`src/rtl/alu_uart_if.sv`:
```
// UART-byte sequencer for a combinational ALU: gathers A, B and opcode bytes, then streams the result back LSB first.
// Optional frame idle timeout is compiled in with `define ALU_IF_TIMEOUT_EN.
module alu_uart_if #(
    parameter int NB_DATA = 8,
    parameter int NB_REG  = 32,
    parameter int NB_OP   = 6,
    parameter int TIMEOUT = 100000
) (
    input  logic               i_clk,
    input  logic               i_rst,
    input  logic [NB_DATA-1:0] i_rx_data,
    input  logic               i_rx_done,
    output logic [NB_DATA-1:0] o_tx_data,
    output logic               o_tx_start,
    input  logic               i_tx_done,
    output logic [NB_REG-1:0]  o_alu_a,
    output logic [NB_REG-1:0]  o_alu_b,
    output logic [NB_OP-1:0]   o_alu_op,
    input  logic [NB_REG-1:0]  i_alu_result,
    output logic               o_busy,
    output logic               o_timeout
);

    localparam int NBYTES = NB_REG / NB_DATA;
    localparam int CNT_W  = (NBYTES > 1) ? $clog2(NBYTES) : 1;
    localparam logic [CNT_W-1:0] CNT_LAST = CNT_W'(NBYTES - 1);

    localparam logic [2:0] ST_RX_A  = 3'd0;
    localparam logic [2:0] ST_RX_B  = 3'd1;
    localparam logic [2:0] ST_RX_OP = 3'd2;
    localparam logic [2:0] ST_EXEC  = 3'd3;
    localparam logic [2:0] ST_TX    = 3'd4;

    if (((NB_REG % NB_DATA) != 0) || (NB_OP > NB_DATA) || (TIMEOUT < 1)) begin : g_param_check
        $error("alu_uart_if: illegal parameter combination");
    end

    logic [2:0]         state_q, state_d;
    logic [CNT_W-1:0]   cnt_q, cnt_d, cnt_next;
    logic [NB_REG-1:0]  alu_a_q, alu_a_d;
    logic [NB_REG-1:0]  alu_b_q, alu_b_d;
    logic [NB_OP-1:0]   alu_op_q, alu_op_d;
    logic [NB_REG-1:0]  result_q, result_d;
    logic [NB_DATA-1:0] tx_data_q, tx_data_d;
    logic               tx_start_q, tx_start_d;
    logic               busy_q, busy_d;

`ifdef ALU_IF_TIMEOUT_EN
    localparam int IDLE_W = (TIMEOUT > 1) ? $clog2(TIMEOUT) : 1;
    localparam logic [IDLE_W-1:0] IDLE_LAST = IDLE_W'(TIMEOUT - 1);

    logic [IDLE_W-1:0] idle_q, idle_d;
    logic              timeout_q, timeout_d;
    logic              frame_active;
`endif

    always_comb begin
        state_d    = state_q;
        cnt_d      = cnt_q;
        alu_a_d    = alu_a_q;
        alu_b_d    = alu_b_q;
        alu_op_d   = alu_op_q;
        result_d   = result_q;
        tx_data_d  = tx_data_q;
        tx_start_d = 1'b0;
        cnt_next   = cnt_q + CNT_W'(1);

        case (state_q)
            ST_RX_A: begin
                if (i_rx_done) begin
                    for (int k = 0; k < NBYTES; k++) begin
                        if (cnt_q == CNT_W'(k)) begin
                            alu_a_d[k*NB_DATA +: NB_DATA] = i_rx_data;
                        end
                    end
                    if (cnt_q == CNT_LAST) begin
                        cnt_d   = '0;
                        state_d = ST_RX_B;
                    end else begin
                        cnt_d = cnt_next;
                    end
                end
            end
            ST_RX_B: begin
                if (i_rx_done) begin
                    for (int k = 0; k < NBYTES; k++) begin
                        if (cnt_q == CNT_W'(k)) begin
                            alu_b_d[k*NB_DATA +: NB_DATA] = i_rx_data;
                        end
                    end
                    if (cnt_q == CNT_LAST) begin
                        cnt_d   = '0;
                        state_d = ST_RX_OP;
                    end else begin
                        cnt_d = cnt_next;
                    end
                end
            end
            ST_RX_OP: begin
                if (i_rx_done) begin
                    alu_op_d = i_rx_data[NB_OP-1:0];
                    state_d  = ST_EXEC;
                end
            end
            ST_EXEC: begin
                result_d   = i_alu_result;
                tx_data_d  = i_alu_result[NB_DATA-1:0];
                tx_start_d = 1'b1;
                cnt_d      = '0;
                state_d    = ST_TX;
            end
            ST_TX: begin
                // Received bytes are deliberately ignored here; only tx_done advances the stream.
                if (i_tx_done) begin
                    if (cnt_q == CNT_LAST) begin
                        cnt_d   = '0;
                        state_d = ST_RX_A;
                    end else begin
                        cnt_d      = cnt_next;
                        tx_start_d = 1'b1;
                        for (int k = 0; k < NBYTES; k++) begin
                            if (cnt_next == CNT_W'(k)) begin
                                tx_data_d = result_q[k*NB_DATA +: NB_DATA];
                            end
                        end
                    end
                end
            end
            default: begin
                cnt_d   = '0;
                state_d = ST_RX_A;
            end
        endcase

`ifdef ALU_IF_TIMEOUT_EN
        // A frame is in progress once any byte of it has landed; an accepted byte wins over expiry.
        frame_active = (state_q == ST_RX_B) || (state_q == ST_RX_OP) ||
                       ((state_q == ST_RX_A) && (cnt_q != '0));
        idle_d    = idle_q;
        timeout_d = 1'b0;
        if (!frame_active || i_rx_done) begin
            idle_d = '0;
        end else if (idle_q == IDLE_LAST) begin
            idle_d    = '0;
            cnt_d     = '0;
            state_d   = ST_RX_A;
            timeout_d = 1'b1;
        end else begin
            idle_d = idle_q + IDLE_W'(1);
        end
`endif

        busy_d = (state_d == ST_EXEC) || (state_d == ST_TX);
    end

    always_ff @(posedge i_clk or posedge i_rst) begin
        if (i_rst) begin
            state_q    <= ST_RX_A;
            cnt_q      <= '0;
            alu_a_q    <= '0;
            alu_b_q    <= '0;
            alu_op_q   <= '0;
            result_q   <= '0;
            tx_data_q  <= '0;
            tx_start_q <= 1'b0;
            busy_q     <= 1'b0;
        end else begin
            state_q    <= state_d;
            cnt_q      <= cnt_d;
            alu_a_q    <= alu_a_d;
            alu_b_q    <= alu_b_d;
            alu_op_q   <= alu_op_d;
            result_q   <= result_d;
            tx_data_q  <= tx_data_d;
            tx_start_q <= tx_start_d;
            busy_q     <= busy_d;
        end
    end

`ifdef ALU_IF_TIMEOUT_EN
    always_ff @(posedge i_clk or posedge i_rst) begin
        if (i_rst) begin
            idle_q    <= '0;
            timeout_q <= 1'b0;
        end else begin
            idle_q    <= idle_d;
            timeout_q <= timeout_d;
        end
    end

    assign o_timeout = timeout_q;
`else
    assign o_timeout = 1'b0;
`endif

    assign o_alu_a    = alu_a_q;
    assign o_alu_b    = alu_b_q;
    assign o_alu_op   = alu_op_q;
    assign o_tx_data  = tx_data_q;
    assign o_tx_start = tx_start_q;
    assign o_busy     = busy_q;

endmodule

```
`config.mk`:
```
export PLATFORM = sky130hd
export DESIGN_NAME = alu_uart_if
export DESIGN_NICKNAME = d
export VERILOG_FILES = /design/src/rtl/alu_uart_if.sv
export SDC_FILE = /design/constraint.sdc
export NUM_CORES = 1
export LEC_CHECK = 0
export ABC_CLOCK_PERIOD_IN_PS = 4860
export BUFFER_PORTS_ARGS = -buffer_cell sky130_fd_sc_hd__buf_2
export CAP_MARGIN = 0
export CELL_PAD_IN_SITES_DETAIL_PLACEMENT = 0
export CELL_PAD_IN_SITES_GLOBAL_PLACEMENT = 1
export CORE_ASPECT_RATIO = 1.4
export CORE_UTILIZATION = 42
export CTS_CLUSTER_SIZE = 30
export DETAILED_ROUTE_END_ITERATION = 6
export GPL_TIMING_DRIVEN = 0
export PLACE_DENSITY = 0.8
export SYNTH_ARGS = -nofsm -noshare
export SYNTH_HDL_FRONTEND = slang
export SYNTH_SLANG_ARGS = --single-unit
```
`constraint.sdc`:
```
create_clock -name i_clk -period 4.86 [get_ports i_clk]
set_clock_uncertainty 0.1 [all_clocks]
set_input_delay 0.243 -clock i_clk [delete_from_list [all_inputs] [get_ports i_clk]]
set_output_delay 0.243 -clock i_clk [all_outputs]
set_load 0.02 [all_outputs]
```
# After elaboration in Yosys (flattened, before gate mapping)
# Cells that the tools add are included.
# classes
n_addsub,1
eq_ne,16
n_mux,22
bitwise_logic,1
reduce_logical,17
# op_table
op,count
$mux W8,6
$reduce_and A3 Y1,9
$mux W3,7
$pmux W8 S2,1
$pmux W3 S5,1
$eq A3 B2 Y1 const B,3
$eq A2 B2 Y1 const B,4
$eq A3 B3 Y1 const B,2
$mux W2,3
$pmux W2 S3,1
$ne A5 B5 Y1 const B,1
$eq A2 B1 Y1 const B,2
$logic_not A2 Y1,2
$ne A2 B2 Y1 const B,2
$reduce_and A4 Y1,1
$eq A3 B1 Y1 const B,1
$logic_not A3 Y1,1
$add A2 B1 Y2 const B,1
$mux W1,2
$ne A2 B1 Y1 const B,1
$pmux W1 S2,1
$reduce_and A2 Y1,1
$reduce_bool A2 Y1,1
$reduce_or A2 Y1,1
other kinds (2),2
# word_totals
ff_bits,117
in_bits,44
output_inout_bits,81
elab_cells,72

# Logic depth before layout (Yosys ltp)
# Gate-level depths: netlist of run 1.
# logic_depth
ltp_word,9
ltp_mapped,7
ltp_nobuf,6

# Worst setup path after synthesis of run 1
# No wires, ideal clock.
# synth_path
path_kind,reg-to-reg
from,register cnt_q[0]
to,"register tx_data_q[7], in the netlist o_tx_data[7]"
arrival_ns,1.659
required_time_ns,4.639
setup_slack_ns,2.980
stages_incl_launch_ff,8
path_buffers,1
path_cell_list,dfrtp_1 > inv_1 > ha_1 > buf_2 > mux2_2 > mux2i_1 > o21ai_0 > a22o_1
# synth_between
elab_chain_cells,8
# synth_rtl
item,line,source
start: declaration,39,"logic [CNT_W-1:0] cnt_q, cnt_d, cnt_next;"
start signal: assignment,169,cnt_q <= cnt_d;
$add A2 B1 Y2,66,cnt_next = cnt_q + CNT_W'(1);
$eq A2 B1 Y1,122,if (cnt_next == CNT_W'(k)) begin
$mux W8 (3 in series),122,
$mux W8,115,if (cnt_q == CNT_LAST) begin
$mux W8,114,if (i_tx_done) begin
$pmux W8 S2,68,case (state_q)
end signal: assignment,174,tx_data_q <= tx_data_d;
end: declaration,44,"logic [NB_DATA-1:0] tx_data_q, tx_data_d;"
# Several ways; a longest one is shown, not always the timed one. The select of a mux whose other input is x is not followed.
# A chain may end at the register's enable or synchronous reset.

# Worst setup path in the final report of run 1
# layout_path
from,register cnt_q[1]
to,"register tx_data_q[2], in the netlist o_tx_data[2]"
# Same word-level chain as after synthesis.

==> impl_metrics.yaml, run 1 <==
outcome:
  outcome: "completed"
synthesis:
  synth_edf_count: 0
  yosysSeqAreaShare: 0.588
  syn_area_per_cell_um2: 12.2
  yosysWarningCount: 0
  synth.most_common_cell: "dfrtp_1"
  synth_seq_cells: 117
  yosys.area.top_type_share: 0.588
  synth_commonest_cells: "dfrtp_1, nand2_1, mux2_2, inv_1, nor2_1"
  async_flop_share: 1.00
  synthFlopType: "dfrtp_1"
  syn_inst: 409
  yosysTopAreaCell: "dfrtp_1"
  synth_area_leaders: "dfrtp_1, mux2_2, nand2_1, ha_1, a211o_1"
  syn-num-nets: 460
  synth_area_um2: 4980
  synth.distinct_cells: 33
detailed_routing:
  routed_wl_mm: 12.2
  drtIter0Drc: 96
  drc: 0
  antenna_left: 0
  via_per_inst: 4.88
  drt_first_pass_iters: 4
  wl_per_cell_um: 16.5
  vias: 3617
floorplan:
  core_area_um2: 11500
  die_w_um: 94.0
  start_util: 0.434
  rows: 46
  num_io_pins: 125
  fp.dieH_um: 131
  die_area_um2: 12300
sta:
  setup_violations: 0
  slew_headroom: 0.602
  fin_crit_sh: 0.476
  hold_violations: 0
  fin_ws_ns: 2.55
  period_minus_slack_ns: 2.31
  maxSlewViolCount: 0
  grt_setup_unrepaired: "no"
  fmax_ghz: 0.432
  worstMarginPinSlew_ns: 0.596
  fin_setup_tns_ns: 0
worst_setup_path:
  startpoint_type: "register"
  timing.rr.start: "cnt_q[1]"
  critPathMaxFanout: 10
  cp-startpoint: "cnt_q[1]"
  crit_end: "o_tx_data[2]"
  reg2reg_to: "o_tx_data[2]"
  rr_worst_depth: 6
  required_ns: 5.04
  regToRegSetupSlack_ns: 2.55
  crit_arrival_ns: 2.49
  critPathKind: "reg2reg"
  end_kind: "register"
power_and_ir_drop:
  ir_drop_mv: 0.389
  clockPowerShare: 0.249
  powerDensity_nw_per_um2: 740
  p_switching_mw: 1.91
  sw_frac_of_total: 0.384
  comb_power_share: 0.408
  internal_power_mw: 3.07
  p_seq_frac: 0.343
  leakage_nw: 3.29
clock_tree:
  cts_tree: "done"
  cts.clk_slew.worst_paths_ns: 0.06
  htree_levels: 4
  clockBufferDepth: 2
  clkLatencyLatePin_ns: 0.40
  cts_buffers: 17
  numClockSinks: 117
  cts-root-buf: "clkbuf_16"
  cts.repair.resized: 0
global_route:
  track_usage: 0.208
  grt_pass1_wl_mm: 19.1
  grt_pass1_vias: 3807
  grt_overflow: 0
  antenna_found_initial: 0
  grt_max_degree: 75
cells_and_area:
  nets: 636
  fill_cells: 984
  diodes: 0
  multi_input_comb_area_um2: 1900
  drive_above_1_share: 0.422
  syn2layout_area_growth_pct: 35.1
  fin_area_um2: 6720
  seqCellArea_um2: 2930
job:
  maxCapViolations: 0
hold_path:
  hold_path.class: "in2reg"
  min_path_cells: 2
place:
  pre_cts_ws_ns: 2.61
  post_dp_cell_area_um2: 5800
  post-dp-hpwl_mm: 8.38
  numPortBuffers: 123
  place_congestion: 0.789
[what timing repair did]
action / CTS / global route
endpoints found under the setup margin: 0 / 0
buffers inserted: 0 / 0
hold buffers: 33 / 0
hold endpoints to repair: 75 / 0
[critical path, stage by stage, from the launching register on]
cell      delay (ns)
dfrtp_1         0.42
inv_1           0.17
ha_1            0.33
clkbuf_1        0.49
a21oi_1         0.22
a221oi_1        0.34
o31ai_1         0.12
[per-stage QoR]
stage / std cells / hold WS, ns / utilization / power, mW
floorplan: 409 / 0.248 / - / 3.08
global placement: 676 / 0.337 / 0.504 / 3.69
detailed placement: 677 / 0.194 / 0.507 / 3.74
CTS: 741 / 0.0691 / 0.587 / 5.02
global route: 741 / 0.0952 / 0.587 / 5.26
finish: 741 / 0.0826 / 0.587 / 4.97
[registers in the layout, indices dropped and copies added, names as in the netlist]
register and flops:
state_q 3, o_alu_a 32, result_q 32, cnt_q 2, o_tx_start 1, o_alu_op 6
o_alu_b 32, o_busy 1, o_tx_data 8
[placed cells by master (no fill, tap or decap), types with 4 or more instances in the layout]
| cell | Yosys | final |
|---|---|---|
| dlygate4sd3_1 | 0 | 33 |
| o21ai_0 | 9 | 9 |
| nand2_1 | 97 | 97 |
| clkbuf_1 | 8 | 8 |
| ha_1 | 7 | 7 |
| a21oi_1 | 11 | 11 |
| nor2b_1 | 7 | 7 |
| a211o_1 | 8 | 8 |
| nor3_4 | 4 | 4 |
| clkbuf_16 | 0 | 17 |
| inv_1 | 12 | 11 |
| dfrtp_1 | 117 | 117 |
| o31ai_1 | 7 | 7 |
| mux2_2 | 71 | 71 |
| nor2_1 | 12 | 12 |
| a221oi_1 | 7 | 7 |
| buf_2 | 6 | 129 |
| inv_6 | 0 | 5 |
| nor2_4 | 4 | 4 |
[metal layers]
layer | routed length (um) | global-route usage | vias up
met4 | 188 | 0.0742 | 0
met1 | 5040 | 0.237 | 1769
met5 | 0 | 0 | -
met3 | 680 | 0.0579 | 14
li1 | - | - | 1732
met2 | 6310 | 0.373 | 102
[power by group through the flow]
stage	registers, mW	clock network, mW	logic, mW
after global routing	1.77	1.29	2.20
after global placement	1.70	0	1.99
after floorplan	2.09	0	0.988
final	1.71	1.24	2.03
after detailed placement	1.72	0	2.02
after CTS	1.71	1.26	2.05
[cell type report]
cell class / instances / share of cell area
flip-flops and latches: 117 / 0.436
clock buffers: 18 / 0.0653
multi-input cells: 261 / 0.282
repair buffers: 157 / 0.145
clock inverters: 13 / 0.0221
well taps: 144 / 0.0268
inverters: 12 / 0.00744
plain buffers: 19 / 0.0156
[cells by family (layout without fill, tap and decap cells)]
logic type / after synthesis / count (layout) / share of synthesized area
adders and majority gates: 7 / 7 / 0.0176
other: 1 / 1 / 0.000754
buffers and inverters: 31 / 219 / 0.0302
DFF: 117 / 117 / 0.588
muxes: 74 / 74 / 0.167
and+or+nand+nor: 133 / 133 / 0.130
AOI/OAI and AO/OA: 46 / 46 / 0.0664
[worst min-delay path by stage]
stage / start / to / slack [ns]
2_1_floorplan: i_alu_result[0] / result_q[0] / 0.25
6_report: i_rx_data[7] / o_alu_b[31] / 0.08
3_3_place_gp: i_alu_result[25] / result_q[25] / 0.34
5_1_grt: i_rx_data[7] / o_alu_b[15] / 0.1
4_1_cts: i_rx_data[7] / o_alu_a[7] / 0.07
3_5_place_dp: i_rst / result_q[19] / 0.19
No activity file was read; power rests on OpenSTA's default activity.
==> inputs of run 2 (changes only) <==
--- a/config.mk
+++ b/config.mk
@@ -5,7 +5,7 @@
 export SDC_FILE = /design/constraint.sdc
 export NUM_CORES = 1
 export LEC_CHECK = 0
-export ABC_CLOCK_PERIOD_IN_PS = 4860
+export ABC_CLOCK_PERIOD_IN_PS = 2380
 export BUFFER_PORTS_ARGS = -buffer_cell sky130_fd_sc_hd__buf_2
 export CAP_MARGIN = 0
 export CELL_PAD_IN_SITES_DETAIL_PLACEMENT = 0
==> constraint.sdc (replaced) <==
create_clock -name i_clk -period 2.38 [get_ports i_clk]
set_clock_uncertainty 0.1 [all_clocks]
set_input_delay 0.119 -clock i_clk [delete_from_list [all_inputs] [get_ports i_clk]]
set_output_delay 0.119 -clock i_clk [all_outputs]
set_load 0.02 [all_outputs]
==> run 2 against run 1 <==
  * Combinational power is 100% higher
  * Critical path depth stayed put
  * Non-clock buffer count is 11 higher
  * Total power is 100% higher
  * Maximum frequency is 3.1% higher
  * Critical path type unchanged
  * Highest routed layer unchanged
==> impl_metrics.yaml, run 2 (synthesis results as in run 1) <==
detailed_routing:
  vias: 3719
  routed_wl_mm: 12.1
  antenna_left: 0
  drt_first_pass_iters: 4
  via_per_inst: 4.94
  drtIter0Drc: 113
  drc: 0
  wl_per_cell_um: 16.1
worst_setup_path:
  regToRegSetupSlack_ns: 0.13
  end_kind: "register"
  startpoint_type: "register"
  rr_worst_depth: 6
  cp-startpoint: "cnt_q[1]"
  required_ns: 2.55
  critical-path-max-stage-delay_ns: 0.46
  critPathMaxFanout: 10
  cp_cell_sequence: "inv_1 > ha_1 > clkbuf_1 > a21oi_1 > a221oi_1 > o31ai_1"
  timing.rr.start: "cnt_q[1]"
  critPathKind: "reg2reg"
  crit_arrival_ns: 2.41
  slowest_stage: "clkbuf_1"
cells_and_area:
  drive_above_1_share: 0.415
  nets: 647
  fin_area_um2: 6820
  layout_commonest_cell: "buf_2"
  layout_common_cells: "buf_2, dfrtp_1, nand2_1"
  diodes: 0
  syn2layout_area_growth_pct: 37.0
  instances_no_fill: 753
clock_tree:
  cts.clk_slew.worst_paths_ns: 0.06
  clockBufferDepth: 2
  cts.repair.resized: 0
  cts-root-buf: "clkbuf_16"
  clkLatencyLatePin_ns: 0.40
  post_cts_buffers: 0
  numClockSinks: 117
  htree_levels: 4
  cts_buffers: 17
  cts_tree: "done"
  holdBufCountCts: 43
place:
  post-dp-hpwl_mm: 8.48
  post_dp_cell_area_um2: 5820
  place_congestion: 0.786
  numPortBuffers: 123
  placed_cells: 678
floorplan:
  die_area_um2: 12300
  fp.dieH_um: 131
  die_w_um: 94.0
  rows: 46
  core_area_um2: 11500
  num_io_pins: 125
  start_util: 0.434
sta:
  hold_violations: 0
  period_minus_slack_ns: 2.25
  setup_violations: 0
  hold_slack_ns: 0.327
  slew_headroom: 0.438
  maxSlewViolCount: 0
  fmax_ghz: 0.445
  worstMarginPinSlew_ns: 0.841
  fin_crit_sh: 0.943
  fin_setup_tns_ns: 0
  grt_setup_unrepaired: "no"
global_route:
  grt_overflow: 0
  grt_pass1_vias: 3959
  antenna_found_initial: 0
  grt_max_degree: 43
  track_usage: 0.213
  grt_pass1_wl_mm: 19.5
job:
  maxCapViolations: 0
outcome:
  outcome: "completed"
power_and_ir_drop:
  powerDensity_nw_per_um2: 1480
  ir_drop_mv: 0.898
  leakage_nw: 3.33
  p_total_mw: 10.1
hold_path:
  hold_path.class: "in2async"
run 2: cell type report:
class                           count  area [um^2]
Buffer                             19          105
Clock buffer                       18          429
Clock inverter                     14          141
Fill cell                         959         4640
Inverter                           12         48.8
Multi-Input combinational cell    261         1900
Sequential cell                   117         2930
Tap cell                          144          180
Timing Repair Buffer              168         1090
run 2: report_power, final:
| part | total [mW] | leakage [nW] | switching (mW) | internal, mW |
|---|---|---|---|---|
| logic | 4.15 | 1.64 | 2.45 | 1.71 |
| registers | 3.48 | 1.41 | 0.497 | 2.99 |
| clock network | 2.43 | 0.273 | 0.964 | 1.46 |
run 2: path summary, 6_finish.rpt:
kind | end
worst max-delay path | o_tx_data[2]
worst min-delay path | o_alu_b[5]
worst max register to register | o_tx_data[2]
worst min register to register | result_q[4]
max in group asynchronous | state_q[1]
min in group i_clk | result_q[23]
run 2: worst max-delay path, delay by kind of cell, from the launching register on:
kind,cells,cell delay (ns)
buf+inv,2,0.63
compound gates,3,0.67
flops,1,0.41
fa+ha+maj,1,0.30
run 2: per-layer routing:
layer | part of all wire | GRT usage
met3 | 0.057 | 0.0567
met4 | 0.020 | 0.0869
met1 | 0.40 | 0.241
met2 | 0.52 | 0.380
met5 | 0 | 0
run 2: metrics by stage:
stage | util | worst slack [ns]
2_1_floorplan | - | 0.500
3_3_place_gp | 0.504 | 0.0279
3_5_place_dp | 0.508 | 0.181
4_1_cts | 0.595 | 0.176
5_1_grt | 0.595 | 0.0274
6_report | 0.595 | 0.135
